`config.mk`:
```
export PLATFORM = sky130hd
export DESIGN_NAME = hazard_ctrl
export DESIGN_NICKNAME = d
export VERILOG_FILES = /design/src/rtl/hazard_ctrl.sv
export SDC_FILE = /design/constraint.sdc
export NUM_CORES = 1
export LEC_CHECK = 0
export ABC_AREA = 1
export CAP_MARGIN = 20
export CORE_ASPECT_RATIO = 1.75
export CORE_MARGIN = 4
export CORE_UTILIZATION = 43
export CTS_BUF_LIST = sky130_fd_sc_hd__clkbuf_4 sky130_fd_sc_hd__clkbuf_8 sky130_fd_sc_hd__clkbuf_16
export DETAILED_ROUTE_END_ITERATION = 6
export PLACE_DENSITY = 0.78
export SETUP_SLACK_MARGIN = 0.5
export SLEW_MARGIN = 0
export SYNTH_ARGS = -nofsm -noshare
export SYNTH_HDL_FRONTEND = slang
export SYNTH_SLANG_ARGS = --single-unit
```
`constraint.sdc`:
```
create_clock -name clk -period 1.7 [get_ports clk]
set_input_delay 0.17 -clock clk [delete_from_list [all_inputs] [get_ports clk]]
set_output_delay 0.17 -clock clk [all_outputs]
set_load 0.01 [all_outputs]
```
`src/rtl/hazard_ctrl.sv`:
```
// Hazard and stall controller for a 5-stage RV32I pipeline: stall/flush
// generation, E-stage forwarding selects, memory / mul-div wait FSM and stall counter.
module hazard_ctrl #(
  parameter int CNT_WIDTH = 32
) (
  input  logic                 clk,
  input  logic                 n_rst,
  input  logic [4:0]           Rs1D,
  input  logic [4:0]           Rs2D,
  input  logic [4:0]           Rs1E,
  input  logic [4:0]           Rs2E,
  input  logic [4:0]           RdE,
  input  logic [4:0]           RdM,
  input  logic [4:0]           RdW,
  input  logic                 RegWriteM,
  input  logic                 RegWriteW,
  input  logic                 LoadE,
  input  logic                 PCSrcE,
  input  logic                 MemAccessM,
  input  logic                 mem_ack,
  input  logic                 MdStartE,
  input  logic                 md_done,
  output logic                 StallF,
  output logic                 StallD,
  output logic                 StallE,
  output logic                 StallM,
  output logic                 FlushD,
  output logic                 FlushE,
  output logic                 FlushM,
  output logic                 FlushW,
  output logic [1:0]           ForwardAE,
  output logic [1:0]           ForwardBE,
  output logic [CNT_WIDTH-1:0] stall_cycles
);

  typedef enum logic [1:0] {
    RUN      = 2'd0,
    MEM_WAIT = 2'd1,
    MD_WAIT  = 2'd2
  } state_t;

  localparam logic [CNT_WIDTH-1:0] CNT_ONE = {{(CNT_WIDTH-1){1'b0}}, 1'b1};

  state_t                 r_state;
  state_t                 w_state_nxt;
  logic [CNT_WIDTH-1:0]   r_stall_cycles;
  logic                   w_mem_frz;
  logic                   w_md_frz;
  logic                   w_lw_stall;

  // A pending memory access wins over a mul/div op; the mul/div freeze can
  // only start once the FSM is back in RUN.
  assign w_mem_frz  = MemAccessM & ~mem_ack & ((r_state == RUN) | (r_state == MEM_WAIT));
  assign w_md_frz   = MdStartE & ~md_done & ~w_mem_frz &
                      ((r_state == RUN) | (r_state == MD_WAIT));
  assign w_lw_stall = LoadE & (RdE != 5'd0) & ((RdE == Rs1D) | (RdE == Rs2D));

  // NOTE: sequential state uses non-blocking assignments so every register
  // samples pre-edge values regardless of process evaluation order.
  always_ff @(posedge clk) begin
    if (!n_rst) begin
      r_state <= RUN;
    end else begin
      r_state <= w_state_nxt;
    end
  end

  always_comb begin
    // NOTE: every output gets a default first so no path leaves it unassigned,
    // which would otherwise infer a latch.
    w_state_nxt = r_state;
    StallF      = 1'b0;
    StallD      = 1'b0;
    StallE      = 1'b0;
    StallM      = 1'b0;
    FlushD      = 1'b0;
    FlushE      = 1'b0;
    FlushM      = 1'b0;
    FlushW      = 1'b0;

    case (r_state)
      RUN: begin
        if (w_mem_frz) begin
          w_state_nxt = MEM_WAIT;
        end else if (w_md_frz) begin
          w_state_nxt = MD_WAIT;
        end
      end
      MEM_WAIT: begin
        if (mem_ack) begin
          w_state_nxt = RUN;
        end
      end
      MD_WAIT: begin
        if (md_done) begin
          w_state_nxt = RUN;
        end
      end
      default: w_state_nxt = RUN;
    endcase

    if (w_mem_frz) begin
      StallF = 1'b1;
      StallD = 1'b1;
      StallE = 1'b1;
      StallM = 1'b1;
      FlushW = 1'b1;
    end else if (w_md_frz) begin
      // M keeps draining; a bubble enters M behind the frozen E stage.
      StallF = 1'b1;
      StallD = 1'b1;
      StallE = 1'b1;
      FlushM = 1'b1;
    end else if (PCSrcE) begin
      FlushD = 1'b1;
      FlushE = 1'b1;
    end else if (w_lw_stall) begin
      StallF = 1'b1;
      StallD = 1'b1;
      FlushE = 1'b1;
    end
  end

  always_comb begin
    ForwardAE = 2'b00;
    ForwardBE = 2'b00;
    if (RegWriteM && (RdM != 5'd0) && (RdM == Rs1E)) begin
      ForwardAE = 2'b10;
    end else if (RegWriteW && (RdW != 5'd0) && (RdW == Rs1E)) begin
      ForwardAE = 2'b01;
    end
    if (RegWriteM && (RdM != 5'd0) && (RdM == Rs2E)) begin
      ForwardBE = 2'b10;
    end else if (RegWriteW && (RdW != 5'd0) && (RdW == Rs2E)) begin
      ForwardBE = 2'b01;
    end
  end

  // Saturating stall-cycle counter: holds at all-ones instead of wrapping.
  always_ff @(posedge clk) begin
    if (!n_rst) begin
      r_stall_cycles <= '0;
    end else if (StallF && (r_stall_cycles != '1)) begin
      r_stall_cycles <= r_stall_cycles + CNT_ONE;
    end
  end

  assign stall_cycles = r_stall_cycles;

endmodule
```
Word-level counts from Yosys, hierarchy flattened
Index checks and enable logic that the tools add are counted.
- register bits: 34
- output and inout port bits: 44
- $add $sub $neg: 1
- eq/ne operators: 12
- multiplexer cells: 23
- bitwise operators: 13
- reductions and logical operators: 12
- operators by type and width (cell ; number):
    32-bit by 1-bit adder with 32-bit output, second input constant ; 1
    32-bit inequality test, second input constant ; 1
    5-bit equality test ; 6
    1-bit 2-to-1 mux ; 16
    5-bit nonzero test ; 3
    2-bit 2-to-1 mux ; 6
    1-bit AND ; 7
    1-bit logical AND ; 7
    2-bit one-hot mux with 3 select lines ; 1
    2-bit inequality test, second input constant ; 2
    3-bit inequality test, second input constant ; 1
    1-bit inverter ; 3
    1-bit bitwise OR ; 3
    3-bit AND reduction ; 1
    2-bit by 1-bit equality test with 1-bit output, second input constant ; 1
    2-bit equality test, second input constant ; 1
    2-bit logical NOT ; 1

Depth between registers and ports, before layout
- word-level depth: 9
- gate-level depth with buffers: 13
- gate-level depth less buffers: 12

Least setup slack after synthesis
No wires, ideal clock.
- path type: register to register
- start point: reg r_stall_cycles[0], in the netlist stall_cycles[0]
- end point: reg r_stall_cycles[3], in the netlist stall_cycles[3]
- setup time: 132 ps
- arrival time: 1614 ps
- data required time: 1568 ps
- slack: -46 ps
- cell stages (with the launch flop): 9
- period minus slack after synthesis: 1746 ps
- cell sequence: dfxtp_1 -> ha_1 -> nand3_4 -> nor2_8 -> nand4_4 -> buf_4 -> buf_6 -> nand4_1 -> a21oi_1
- cells in the longest elaborated chain, start to end: 2
- elaborated cells on any way between the ends: 3
- classes of those cells: add/sub (1); eq/ne (1); reduce/logical (1)
- RTL lines (element ; line ; source):
    from (decl) ; 46 ; logic [CNT_WIDTH-1:0] r_stall_cycles;
    from (signal assigned) ; 144 ; r_stall_cycles <= r_stall_cycles + CNT_ONE;
    branches (longest 2 deep; another with 32-bit by 1-bit adder with 32-bit output) ; - ;
Parallel ways; which one is timed is not known.
A chain may end at the register's enable or synchronous reset.

Final worst setup path
- start point: reg r_stall_cycles[14], in the netlist stall_cycles[14]
- end point: reg r_stall_cycles[18], in the netlist stall_cycles[18]
The elaborated chain is that of the path after synthesis.

==> impl_metrics.py <==
metrics = {
    "status": {
        "status": "finished clean",
    },
    "grt": {
        "grt.busiest_layer": "met2",
        "grt_overflow": 0,
        "antenna_found_initial": 0,
        "grt_usage_pct": 27.5,
        "grt_pass1_vias": 3954,
        "grtUsageMet3_pct": 5.30,
        "grt.met1_usage_pct": 24.6,
        "met2_usage_pct": 53.8,
        "grt_max_degree": 24,
        "grt_pass1_wl_um": 17700,
    },
    "cts": {
        "root_buffer": "clkbuf_16",
        "clk_pin_slew_ns": 0.05,
        "cts_buffers": 5,
        "cts_buffer_depth": 2,
        "clock_sinks": 34,
        "htree_num_levels": 2,
        "cts_tree": "done",
        "clk_latency_ns": 0.28,
    },
    "layout": {
        "drive_gt1_share_pct": 44.8,
        "antenna_cells": 0,
        "area_growth_pct": 82.1,
        "fin_nets": 673,
        "fin_area_um2": 5180,
        "postLayoutCoreUtil_pct": 79.8,
        "fillers": 416,
        "instances_no_fill": 709,
    },
    "worst_setup_path": {
        "r2r_cells": 10,
        "required_ns": 1.91,
        "arrival_ns": 1.87,
        "rr_endpoint": "stall_cycles[18]",
        "critPathLaunchType": "register",
        "cp_max_fo": 8,
        "crit_start": "stall_cycles[14]",
        "path_class": "register to register",
        "critPathCapture": "stall_cycles[18]",
        "r2r-start": "stall_cycles[14]",
        "r2r_setup_slack_ns": 0.04,
        "end_kind": "register",
    },
    "routing": {
        "drtAntennaViolNets": 0,
        "wl_um": 12600,
        "post_drt_wl_per_cell_um": 17.7,
        "drt_iter0_drc": 333,
        "drc": 0,
        "dr.pass1.iters": 5,
        "via_count": 3962,
        "via_per_inst": 5.59,
    },
    "yosys": {
        "synth_area_leaders": "dfxtp_1 24%, nand2_1 21%, nor2_1 7.9%",
        "synth_top_area_share_pct": 23.9,
        "avgSynthCellArea_um2": 6.16,
        "ys_types": 31,
        "synthCells": 462,
        "synth.most_common_cell": "nand2_1",
        "syn_nets": 508,
        "synthTopCellsByCount": "158 x nand2_1, 60 x nor2_1, 36 x inv_1",
        "syn_area_um2": 2840,
        "yosys_register_bits": 34,
        "synth_warnings": 0,
        "yosysTopAreaCell": "dfxtp_1",
        "synth_flop_cell": "dfxtp_1",
        "synth_edf_count": 0,
        "ys_seq_area_share_pct": 23.9,
        "async_flop_share_pct": 0,
    },
    "sta": {
        "setup_ws_ns": 0.0380,
        "tightest_slew_ns": 0.442,
        "rsz0062_at_grt": "true",
        "drv_slew": 0,
        "period_share_pct": 97.8,
        "period_needed_ns": 1.66,
        "skew_ns": 0.00341,
        "slew_headroom_pct": 70.5,
        "max_freq_ghz": 0.602,
        "whs_ns": 0.283,
        "finalHoldViolCount": 0,
        "setup_viol": 0,
        "finalSetupTns_ns": 0,
    },
    "placement": {
        "hpwl_um": 7820,
        "dp.cells": 656,
        "pre_cts_slack_ns": -0.466,
        "dpl_cell_area_um2": 4200,
        "place_congestion": 1.01,
        "port_buffers": 88,
    },
    "floorplan": {
        "ios": 89,
        "dieArea_um2": 8030,
        "core_area_um2": 6490,
        "start_util_pct": 43.8,
        "core.rowCount": 39,
        "dieHeight_um": 116,
        "die_w_um": 69.5,
    },
    "pwr": {
        "power_mw": 2.45,
        "power_density_nw_per_um2": 474,
        "power_leakage_nw": 2.39,
        "ir_worst_vdd_v": 0.000356,
    },
    "min_path": {
        "min-delay-start": "mem_ack",
        "holdCritPathClass": "input pin to register",
    },
    "job": {
        "cap_violations": 0,
    },
}
[repair_timing]
| item | 4_1_cts | 5_1_grt |
|---|---|---|
| hold buffers | 0 | 0 |
| gates cloned | 3 | 2 |
| setup buffers | 33 | 8 |
| resized for setup | 255 | 108 |
| setup endpoints to repair | 77 | 58 |
| pin swaps | 56 | 44 |
[worst max-delay path, stage by stage, from the launching register on]
cell	delay, ns
dfxtp_4	0.39
nand2_2	0.12
nor2_4	0.15
nand2_2	0.09
inv_2	0.09
nand4_4	0.14
nand3_4	0.16
buf_6	0.13
buf_16	0.14
nand2_2	0.06
a21oi_2	0.12
[layout make-up]
type                    count  area [um^2]  share of cell area, %
multi-input cells         372         2440                   47.1
clock buffers               7          140                   2.71
well taps                  82          103                   1.98
repair buffers            175         1590                   30.6
flip-flops and latches     34          759                   14.7
inverters                  39          154                   2.97
[per-layer routing]
metal | vias to the layer above | share of wire [%]
met1 | 1805 | 32
met4 | 0 | 7.1
li1 | 1826 | -
met5 | - | 0
met3 | 82 | 7.2
met2 | 249 | 53
[where the power goes]
part	internal (mW)	leakage, nW	switching [mW]
logic	0.387	2.02	0.369
registers	0.785	0.295	0.0106
clock network	0.567	0.0708	0.335
[state kept, by name, indices dropped and copies added (netlist names)]
signal        flops
stall_cycles     32
r_state           2
[cell usage in the layout (no fill, tap or decap), types with 2 or more instances in the layout]
cell type,instances
a21oi_1,11
a21oi_2,17
buf_12,5
buf_16,3
buf_2,15
buf_4,60
buf_6,24
clkbuf_16,7
clkbuf_2,15
clkbuf_4,2
clkdlybuf4s15_1,12
clkdlybuf4s50_1,6
dfxtp_1,3
dfxtp_2,15
dfxtp_4,16
dlygate4sd2_1,30
inv_1,28
inv_2,8
inv_4,3
nand2_1,118
nand2_2,28
nand2_4,15
nand3_1,6
nand3_2,3
nand3_4,2
nand3b_1,14
nand4_1,35
nor2_1,49
nor2_2,7
nor2_4,12
nor4_4,3
o21ai_2,2
or2_4,2
xnor2_1,8
xnor2_2,6
xor2_1,20
[logic make-up (layout without fill, tap and decap cells)]
group | Yosys count | in the layout | synth area share (%)
AO/OA/AOI/OAI | 35 | 35 | 6.60
XOR/XNOR | 36 | 36 | 11.1
adder cells (fa/ha/maj) | 1 | 1 | 0.440
buffers and inverters | 56 | 221 | 9.11
flip-flops | 34 | 34 | 23.9
AND/OR/NAND/NOR | 300 | 300 | 48.8
[worst min-delay path by stage]
stage,endpoint,slack [ns],cells after the start
finish,r_state[0],0.28,2
global route,r_state[0],0.30,2
CTS,r_state[0],0.30,2
detailed placement,r_state[0],0.47,1
global placement,r_state[0],0.45,1
floorplan,r_state[0],0.26,1
No activity file was read; power rests on OpenSTA's default activity.
